--- src/rtl/params_noc.sv ---
// Shared NoC definitions: port directions, flit format, VC state encoding
// and the XY routing function used by the input VC units.
package params_noc;

    localparam int in_Port_Cnt = 5;

    typedef enum logic [2:0] {
        LOCAL = 3'd0,
        NORTH = 3'd1,
        SOUTH = 3'd2,
        EAST  = 3'd3,
        WEST  = 3'd4
    } inout_Port;

    localparam int coord_W   = 4;
    localparam int vc_id_W   = 2;
    localparam int payload_W = 16;

    typedef enum logic [1:0] {
        HEAD     = 2'd0,
        BODY     = 2'd1,
        TAIL     = 2'd2,
        HEADTAIL = 2'd3
    } flit_type_t;

    typedef struct packed {
        flit_type_t             ftype;
        logic [vc_id_W-1:0]     vc_id;
        logic [coord_W-1:0]     dest_x;
        logic [coord_W-1:0]     dest_y;
        logic [payload_W-1:0]   payload;
    } flit_t;

    typedef enum logic {
        VC_IDLE   = 1'b0,
        VC_ACTIVE = 1'b1
    } vc_state_t;

    // Dimension-ordered routing: resolve X first, then Y, else eject locally.
    function automatic inout_Port xy_route(input logic [coord_W-1:0] dest_x,
                                           input logic [coord_W-1:0] dest_y,
                                           input logic [coord_W-1:0] cur_x,
                                           input logic [coord_W-1:0] cur_y);
        inout_Port dir;
        if (dest_x > cur_x)      dir = EAST;
        else if (dest_x < cur_x) dir = WEST;
        else if (dest_y > cur_y) dir = NORTH;
        else if (dest_y < cur_y) dir = SOUTH;
        else                     dir = LOCAL;
        return dir;
    endfunction

    function automatic logic is_head(input flit_type_t t);
        return (t == HEAD) || (t == HEADTAIL);
    endfunction

    function automatic logic is_tail(input flit_type_t t);
        return (t == TAIL) || (t == HEADTAIL);
    endfunction

endpackage

--- src/rtl/vc_fifo.sv ---
// Per-VC flit buffer. Push and pop may coincide, including when full;
// a push into a full FIFO without a simultaneous pop is refused.
module vc_fifo
    import params_noc::*;
#(
    parameter int buff_Depth = 4
)
(
    input  logic  clk,
    input  logic  rst_n,
    input  logic  push,
    input  flit_t push_data,
    input  logic  pop,
    output logic  full,
    output logic  empty,
    output flit_t front
);

    localparam int ptr_W = $clog2(buff_Depth);

    flit_t            mem [buff_Depth];
    logic [ptr_W-1:0] rd_ptr;
    logic [ptr_W-1:0] wr_ptr;
    logic [ptr_W:0]   count;
    logic             do_push;
    logic             do_pop;

    assign do_pop  = pop && !empty;
    assign do_push = push && (!full || do_pop);
    assign full    = (count == (ptr_W+1)'(buff_Depth));
    assign empty   = (count == '0);
    assign front   = mem[rd_ptr];

    // Flit storage needs no reset; occupancy is governed by the count.
    always_ff @(posedge clk) begin
        if (do_push) mem[wr_ptr] <= push_data;
    end

    // Pointers wrap naturally because the depth is a power of two.
    always_ff @(posedge clk or negedge rst_n) begin
        if (!rst_n) begin
            rd_ptr <= '0;
            wr_ptr <= '0;
            count  <= '0;
        end else begin
            if (do_push) wr_ptr <= wr_ptr + ptr_W'(1);
            if (do_pop)  rd_ptr <= rd_ptr + ptr_W'(1);
            if (do_push && !do_pop)      count <= count + (ptr_W+1)'(1);
            else if (do_pop && !do_push) count <= count - (ptr_W+1)'(1);
        end
    end

endmodule

--- src/rtl/input_vc_unit.sv ---
// Input-port virtual-channel unit: buffers flits per VC, routes head flits
// with XY routing, requests the switch allocator and dequeues on grant,
// returning one credit upstream for every flit that leaves a VC buffer.
module input_vc_unit
    import params_noc::*;
#(
    parameter int vc_Num     = 4,
    parameter int buff_Depth = 4,
    parameter int cur_X      = 0,
    parameter int cur_Y      = 0
)
(
    input  logic              clk,
    input  logic              rst_n,
    input  logic              valid_i,
    input  flit_t             flit_i,
    output logic [vc_Num-1:0] credit_o,
    output logic [vc_Num-1:0] request_o,
    output inout_Port         out_port_o [vc_Num-1:0],
    input  logic [vc_Num-1:0] grant_i,
    output logic              valid_o,
    output flit_t             flit_o,
    output logic              error_o
);

    logic [vc_Num-1:0] push;
    logic [vc_Num-1:0] pop;
    logic [vc_Num-1:0] full;
    logic [vc_Num-1:0] empty;
    logic [vc_Num-1:0] grant_pop;
    logic [vc_Num-1:0] discard;
    flit_t             front [vc_Num];
    vc_state_t         state [vc_Num];
    flit_t             sel_flit;
    logic              grant_err;
    logic              drop_err;

    for (genvar v = 0; v < vc_Num; v++) begin : g_vc
        vc_fifo #(.buff_Depth(buff_Depth)) u_fifo (
            .clk       (clk),
            .rst_n     (rst_n),
            .push      (push[v]),
            .push_data (flit_i),
            .pop       (pop[v]),
            .full      (full[v]),
            .empty     (empty[v]),
            .front     (front[v])
        );
    end

    // Per-VC write steering, request generation and stray-flit discard.
    always_comb begin
        push      = '0;
        request_o = '0;
        discard   = '0;
        for (int v = 0; v < vc_Num; v++) begin
            push[v]      = valid_i && (int'(flit_i.vc_id) == v);
            request_o[v] = (state[v] == VC_ACTIVE) && !empty[v];
            discard[v]   = (state[v] == VC_IDLE) && !empty[v] && !is_head(front[v].ftype);
        end
    end

    // Honour only the lowest-index grant that matches a live request.
    always_comb begin
        grant_pop = '0;
        sel_flit  = '0;
        for (int v = 0; v < vc_Num; v++) begin
            if (grant_i[v] && request_o[v] && (grant_pop == '0)) begin
                grant_pop[v] = 1'b1;
                sel_flit     = front[v];
            end
        end
    end

    assign pop       = grant_pop | discard;
    assign grant_err = (|(grant_i & ~request_o)) || ($countones(grant_i) > 1);
    assign drop_err  = |(push & full & ~pop);

    // Per-VC packet FSM: latch the route on a head, release after the tail.
    always_ff @(posedge clk or negedge rst_n) begin
        if (!rst_n) begin
            for (int v = 0; v < vc_Num; v++) begin
                state[v]      <= VC_IDLE;
                out_port_o[v] <= LOCAL;
            end
        end else begin
            for (int v = 0; v < vc_Num; v++) begin
                case (state[v])
                    VC_IDLE: begin
                        if (!empty[v] && is_head(front[v].ftype)) begin
                            out_port_o[v] <= xy_route(front[v].dest_x, front[v].dest_y,
                                                      coord_W'(cur_X), coord_W'(cur_Y));
                            state[v]      <= VC_ACTIVE;
                        end
                    end
                    VC_ACTIVE: begin
                        if (grant_pop[v] && is_tail(front[v].ftype)) state[v] <= VC_IDLE;
                    end
                    default: state[v] <= VC_IDLE;
                endcase
            end
        end
    end

    // Registered crossbar output, credit pulses and the sticky error flag.
    always_ff @(posedge clk or negedge rst_n) begin
        if (!rst_n) begin
            valid_o  <= 1'b0;
            flit_o   <= '0;
            credit_o <= '0;
            error_o  <= 1'b0;
        end else begin
            valid_o  <= |grant_pop;
            if (|grant_pop) flit_o <= sel_flit;
            credit_o <= pop;
            error_o  <= error_o || grant_err || drop_err || (|discard);
        end
    end

endmodule

--- config.mk ---
export PLATFORM = sky130hd
export DESIGN_NAME = input_vc_unit
export DESIGN_NICKNAME = d
export VERILOG_FILES = /design/src/rtl/params_noc.sv /design/src/rtl/vc_fifo.sv /design/src/rtl/input_vc_unit.sv
export SDC_FILE = /design/constraint.sdc
export NUM_CORES = 1
export LEC_CHECK = 0
export CAP_MARGIN = 25
export CELL_PAD_IN_SITES_DETAIL_PLACEMENT = 1
export CELL_PAD_IN_SITES_GLOBAL_PLACEMENT = 1
export CORE_MARGIN = 8
export CORE_UTILIZATION = 57
export DETAILED_ROUTE_END_ITERATION = 12
export HOLD_SLACK_MARGIN = 0.08
export PLACE_DENSITY = 0.83
export SYNTH_ARGS = -nofsm -noshare
export SYNTH_HDL_FRONTEND = slang
export SYNTH_SLANG_ARGS = --single-unit
--- constraint.sdc ---
create_clock -name clk -period 5.45 [get_ports clk]
set_input_delay 1.09 -clock clk [delete_from_list [all_inputs] [get_ports clk]]
set_output_delay 1.09 -clock clk [all_outputs]
set_load 0.02 [all_outputs]
After elaboration in Yosys (flattened, before gate mapping)

Memories as Yosys holds them, arrays and structs flattened.
Cells that the tools add are included.

Bitwise logic cells: 11
$lt $le $gt $ge: 17
Mux-type cells: 52
Equal/unequal tests: 15
Add/sub/neg operators: 19
Reduce and logical (&&, ||, !) cells: 106

Operators by type and width:

| cell                                                                  | count |
|---|---|
| 28-bit 2-to-1 mux                                                     | 4 |
| 3-bit 2-to-1 mux                                                      | 16 |
| 1-bit logical AND                                                     | 47 |
| 4-bit by 1-bit > comparator with 1-bit output (second input constant) | 8 |
| 4-bit by 1-bit < comparator with 1-bit output (second input constant) | 8 |
| 2-bit == test (second input constant)                                 | 10 |
| 1-bit logical NOT                                                     | 20 |
| 1-bit 2-to-1 mux                                                      | 20 |
| 2-bit by 1-bit adder with 2-bit output (second input constant)        | 8 |
| 1-bit logical OR                                                      | 16 |
| 2-bit 2-to-1 mux                                                      | 8 |
| 4-bit OR reduction                                                    | 4 |
| 3-bit logical NOT                                                     | 5 |
| 3-bit by 1-bit adder with 3-bit output (second input constant)        | 4 |
| 4-bit bitwise AND                                                     | 3 |
| 3-bit == test (second input constant)                                 | 4 |
| 2-bit logical NOT                                                     | 6 |
| 3-bit by 1-bit subtractor with 3-bit output (second input constant)   | 4 |
| 4-bit NOT                                                             | 2 |
| 1-bit one-hot mux with 2 select lines                                 | 4 |
| 2-bit AND reduction                                                   | 4 |
| 2-bit nonzero test                                                    | 4 |
| 1-bit NOT                                                             | 5 |
| 1-bit by 1-bit adder with 2-bit output                                | 2 |
| 4 further kinds                                                       | 4 |

RAM bits: 448
Flip-flop bits (word level): 78
Memories kept: 4
Bits of input ports: 35
Output and inout bits: 50
Word-level logic and storage cells: 252

Memories:

| name               | depth | width | rd ports | clocked after memory_dff | write ports | line          | source |
|---|---|---|---|---|---|---|---|
| g_vc[0].u_fifo.mem | 4     | 28    | 1        | 0                        | 1           | vc_fifo.sv:21 | `flit_t mem [buff_Depth];` |
| g_vc[1].u_fifo.mem | 4     | 28    | 1        | 0                        | 1           | vc_fifo.sv:21 |  |
| g_vc[2].u_fifo.mem | 4     | 28    | 1        | 0                        | 1           | vc_fifo.sv:21 |  |
| g_vc[3].u_fifo.mem | 4     | 28    | 1        | 0                        | 1           | vc_fifo.sv:21 |  |

Logic depth before layout (Yosys ltp)

Depth in word-level cells: 22
Mapped depth: 14
Gate-level depth less buffers: 13

Modules after synthesis

From an unflattened synthesis, not the netlist that was laid out.

Cells, all modules: 1001
Area, all modules: 20976.4 sq um

Modules (own cells, without submodules):

| module        | area each (sq um) | cells an instance | seq. area each (sq um) | instances |
|---|---|---|---|---|
| vc_fifo       | 4588.2            | 181               | 3538.4                 | 4 |
| input_vc_unit | 2623.8            | 277               | 1151.1                 | 1 |

Least setup slack after synthesis

No wires, ideal clock.

Path type: reg-to-reg
From: register g_vc[3].u_fifo.rd_ptr[0]
To: memory g_vc[3].u_fifo.mem[0][0] (netlist bit) (enable)
Buffers on the path: 1
Clock period less this slack: 3.743 ns
Stages on the path, launching flop included: 8
Setup slack: 1.707 ns
Data arrival time: 3.356 ns
Required time: 5.063 ns
Setup time: 0.387 ns
Path through: dfrtp_1 > buf_1 > mux4_2 > ha_1 > or3_1 > o2111a_1 > nor3b_4 > and2_1

Cells in the longest elaborated chain, start to end: 11
Elaborated cells between the ends (all ways): 12
Classes of those cells: eq/ne: 1; mux: 2; bitwise: 1; reduce/logical: 7; memory: 1

Ends and longest elaborated chain:

| item                                               | line                | source |
|---|---|---|
| from (decl)                                        | vc_fifo.sv:22       | `logic [ptr_W-1:0] rd_ptr;` |
| from (signal assigned)                             | vc_fifo.sv:47       | `if (do_pop) rd_ptr <= rd_ptr + ptr_W'(1);` |
| memory 4 x 28 bit (*)                              | --                  |  |
| 2-bit == test or 2-bit logical NOT (tied branches) | params_noc.sv:54    | `return (t == HEAD) \|\| (t == HEADTAIL);` |
| 1-bit logical OR (*)                               | params_noc.sv:54    |  |
| 1-bit logical NOT (*)                              | input_vc_unit.sv:59 | `discard[v] = (state[v] == VC_IDLE) && !empty[v] && !is_head(front[v].ftype);` |
| 1-bit logical AND (*)                              | input_vc_unit.sv:59 |  |
| 4-bit bitwise OR (*)                               | input_vc_unit.sv:75 | `assign pop = grant_pop \| discard;` |
| 1-bit logical AND (*)                              | vc_fifo.sv:28       | `assign do_pop = pop && !empty;` |
| 1-bit logical OR (*)                               | vc_fifo.sv:29       | `assign do_push = push && (!full \|\| do_pop);` |
| 1-bit logical AND (*)                              | vc_fifo.sv:29       |  |
| net g_vc[3].u_fifo.do_push                         | vc_fifo.sv:25       | `logic do_push;` |
| 1-bit 2-to-1 mux (*)                               | vc_fifo.sv:36       | `if (do_push) mem[wr_ptr] <= push_data;` |
| 1-bit 2-to-1 mux (implied by the code) (*)         | vc_fifo.sv:36       |  |
| to (decl)                                          | vc_fifo.sv:21       |  |

The timed path passes the listed nets; every way through them passes the cells marked *.

Worst setup path in the final report

From: register g_vc[2].u_fifo.rd_ptr[0]
To: register g_vc[2].u_fifo.count[2]

Cells in the longest elaborated chain, start to end: 12
Elaborated cells between the ends (all ways): 16
Classes of those cells: eq/ne: 1; mux: 1; bitwise: 1; reduce/logical: 12; memory: 1

Ends and longest elaborated chain:

| item                                               | line                | source |
|---|---|---|
| from (decl)                                        | vc_fifo.sv:22       |  |
| from (signal assigned)                             | vc_fifo.sv:47       |  |
| memory 4 x 28 bit (*)                              | --                  |  |
| 2-bit == test or 2-bit logical NOT (tied branches) | params_noc.sv:54    |  |
| 1-bit logical OR (*)                               | params_noc.sv:54    |  |
| 1-bit logical NOT (*)                              | input_vc_unit.sv:59 |  |
| 1-bit logical AND (*)                              | input_vc_unit.sv:59 |  |
| 4-bit bitwise OR (*)                               | input_vc_unit.sv:75 |  |
| 1-bit logical AND (*)                              | vc_fifo.sv:28       |  |
| 1-bit logical OR                                   | vc_fifo.sv:29       |  |
| 1-bit logical AND                                  | vc_fifo.sv:29       |  |
| 1-bit logical NOT                                  | vc_fifo.sv:49       | `else if (do_pop && !do_push) count <= count - (ptr_W+1)'(1);` |
| 1-bit logical AND                                  | vc_fifo.sv:49       |  |
| 2-bit nonzero test (no line)                       | --                  |  |
| to (signal assigned)                               | vc_fifo.sv:48       | `if (do_push && !do_pop) count <= count + (ptr_W+1)'(1);` |
| to (signal assigned)                               | vc_fifo.sv:49       |  |
| to (decl)                                          | vc_fifo.sv:24       | `logic [ptr_W:0] count;` |

Every way passes the cells marked *; elsewhere a longest branch is shown, timed or not.
A chain may end at the register's enable or synchronous reset.

==> impl_metrics.yaml <==
yosys:
  synth.top_cell.area_share: 0.655
  syn_area_um2: 20500
  ys_warn_count: 0
  yosysTopAreaCell: "edfxtp_1"
  synth.most_common_cell: "edfxtp_1"
  ys_seq_elements: 522
  seq_area_frac_synth: 0.746
  synthArstFlopShare: 0.142
  synth_commonest_cells: "448 x edfxtp_1, 112 x mux4_2, 74 x dfrtp_1"
  netlist_instances: 1029
  synthFlopType: "edfxtp_1"
  yosys-top-cells-area: "edfxtp_1 66%, mux4_2 12%, dfrtp_1 9.0%"
  synth-edff-count: 448
  synth.avg_cell_area_um2: 19.9
  yosys.cell_types.count: 53
timing:
  skew_ns: 0.0201
  max_freq_mhz: 245
  worstMarginPinSlew_ns: 1.10
  setup_viol: 0
  finalWorstSetupSlack_ns: 1.36
  setup_tns_ns: 0
  max-slew-margin-rel: 0.267
  finalMaxSlewViolations: 0
  rsz0062_at_grt: "no"
  fin_crit_sh: 0.750
  period_needed_ns: 4.09
  hold_violations: 0
routing:
  vias: 10713
  drt-total-wl_um: 52500
  wire_per_inst_um: 31.6
  via_per_inst: 6.45
  drtAntennaViolNets: 0
  drtIter0Drc: 880
  dr.pass1.iters: 4
  route.detailed.drc: 0
grt:
  grt_pass1_vias: 11733
  antenna_found_initial: 1
  grt_start_max_net_pins: 48
  grt_pass1_wl_um: 76600
  track_usage: 0.253
  grt.overflow.total: 0
power:
  ir_drop_v: 0.000360
  power_density_nw_per_um2: 535
  total_power_uw: 12700
  p_leak_uw: 0.00802
setup_path:
  cp-startpoint: "g_vc[2].u_fifo.rd_ptr[0]"
  end_kind: "flop"
  r2r_cells: 11
  ff2ff_setup_slack_ns: 1.36
  r2r_start: "g_vc[2].u_fifo.rd_ptr[0]"
  crit_arrival_ns: 4.60
  startpoint_type: "flop"
  reg2reg_to: "g_vc[2].u_fifo.count[2]"
  worstSetupPathType: "reg -> reg"
  critical_path_required_ns: 5.97
  crit_fanout: 13
clock_tree:
  clk_pin_slew_worst_paths_ns: 0.06
  cts.sinks: 522
  clk_latency_ns: 0.60
  cts_setup_buffers: 0
  cts_resized: 0
  cts_max_path_buffers: 3
  cts_buffers: 52
  cts_hold_buffers: 0
  cts_root_buffer: "clkbuf_16"
  tritoncts: "yes"
  htree_num_levels: 2
die:
  core_um2: 35500
  initial_core_util: 0.579
  io_pins: 85
  die_w_um: 206
  chipHeight_um: 206
  num_rows: 69
  die-area_um2: 42300
layout:
  multi_input_area_um2: 4970
  layout.nets: 1222
  drive_gt1_frac: 0.205
  final_util: 0.668
  syn2layout_area_growth_pct: 15.5
  fillers: 2874
  seqCellArea_um2: 15300
job:
  drv_cap: 0
placement:
  dp_slack_ns: 1.24
  dpl.hpwl_um: 31700
  portBuffers: 80
  gp_congestion: 0.807
run_status:
  status: "complete, no violations"
min_path:
  min_path_cells: 1
  hold_class: "reg -> reg"
  whs_endpoint: "out_port_o[7]"
  hp-start: "out_port_o[7]"
-- layout by cell type (no fill, tap or decap), types with 3 or more instances in the layout --
cell / netlist / final
nor4_1: 6 / 6
inv_1: 24 / 24
dfrtp_2: 0 / 4
a221o_1: 8 / 8
conb_1: 1 / 4
clkinv_1: 0 / 5
ha_1: 28 / 28
o21ai_0: 60 / 60
a22oi_1: 18 / 18
clkbuf_8: 0 / 4
nor3b_1: 4 / 4
dfrtp_1: 74 / 70
bufinv_16: 0 / 3
mux4_2: 112 / 112
xor2_1: 12 / 12
mux2i_1: 21 / 21
o311a_1: 3 / 3
nor2_1: 33 / 33
a21oi_1: 14 / 14
clkdlybuf4s50_1: 0 / 79
clkbuf_16: 0 / 54
and2_1: 17 / 17
clkinv_2: 0 / 13
clkinv_4: 0 / 4
xnor2_1: 12 / 12
nor3_1: 6 / 6
fa_1: 5 / 5
a21o_1: 4 / 4
nand2b_1: 4 / 4
nand2_1: 27 / 27
edfxtp_1: 448 / 448
a31oi_1: 3 / 3
buf_4: 4 / 30
mux2_2: 5 / 5
o311ai_4: 3 / 4
nor2b_1: 4 / 4
clkbuf_1: 21 / 12
or3_1: 3 / 3
-- registers in the layout, summed over array words and instances, names as in the netlist --
signal and cells:
flit_o 28, state 4, out_port_o 8, g_vc.u_fifo.rd_ptr 8, g_vc.u_fifo.mem 448, g_vc.u_fifo.count 12, error_o 1, credit_o 4
g_vc.u_fifo.wr_ptr 8, valid_o 1
-- layout make-up --
class / count / share of cell area
Sequential cell: 522 / 0.646
Multi-Input combinational cell: 443 / 0.210
Clock buffer: 70 / 0.0612
Timing Repair Buffer: 111 / 0.0449
Tap cell: 461 / 0.0243
Clock inverter: 28 / 0.0101
Inverter: 24 / 0.00380
Antenna cell: 1 / 0.000106
-- kinds of logic (layout without fill, tap and decap cells) --
logic type / Yosys count / after routing / synth area share
other: 1 / 5 / 0.000183
DFF: 522 / 522 / 0.746
buffers and inverters: 67 / 233 / 0.0137
adders and majority gates: 33 / 33 / 0.0219
and+or+nand+nor: 115 / 115 / 0.0293
xor gates and xnor gates: 24 / 24 / 0.0102
AOI/OAI and AO/OA: 127 / 127 / 0.0421
muxes: 140 / 140 / 0.137
-- worst max-delay path by stage --
stage               depth (start not counted)  slack, ns                       end
floorplan                                   7       1.71  g_vc[3].u_fifo.mem[0][0]
global placement                            9       1.45   g_vc[0].u_fifo.count[2]
detailed placement                          9       1.24   g_vc[2].u_fifo.count[2]
CTS                                        11       1.38   g_vc[2].u_fifo.count[2]
global route                               11       1.17   g_vc[2].u_fifo.count[2]
finish                                     11       1.36   g_vc[2].u_fifo.count[2]
-- routing by layer --
metal,GRT usage,vias up,share of wire
li1,-,4410,-
met1,0.322,5691,0.38
met2,0.425,489,0.50
met3,0.0501,123,0.078
met4,0.106,0,0.040
met5,0,-,0
-- power breakdown --
part | internal [µW] | total, µW | leakage (µW) | switching (µW)
Clock | 2020 | 3500 | 0.000833 | 1490
Combinational | 1700 | 3840 | 0.00230 | 2140
Sequential | 4820 | 5350 | 0.00488 | 523
Total | 8540 | 12700 | 0.00802 | 4150
-- per-stage QoR --
step | cell area [µm²] | hold WS [ns] | cells
2_1_floorplan | 20500 | 0.485 | 1032
3_3_place_gp | 22000 | 0.482 | 1560
3_5_place_dp | 22000 | 0.485 | 1560
4_1_cts | 23700 | 0.498 | 1658
5_1_grt | 23700 | 0.513 | 1659
6_report | 23700 | 0.492 | 1660
-- worst max-delay path: stages (launching register included) --
cell     delay [ns]
dfrtp_2        0.67
mux4_2         0.66
ha_1           0.34
or2_2          0.31
nand4_1        0.12
nor2b_1        0.55
ha_1           0.32
inv_1          0.08
fa_1           0.43
xor2_1         0.17
nor2_1         0.15
xor2_1         0.19
(Power assumes the default switching activity.)
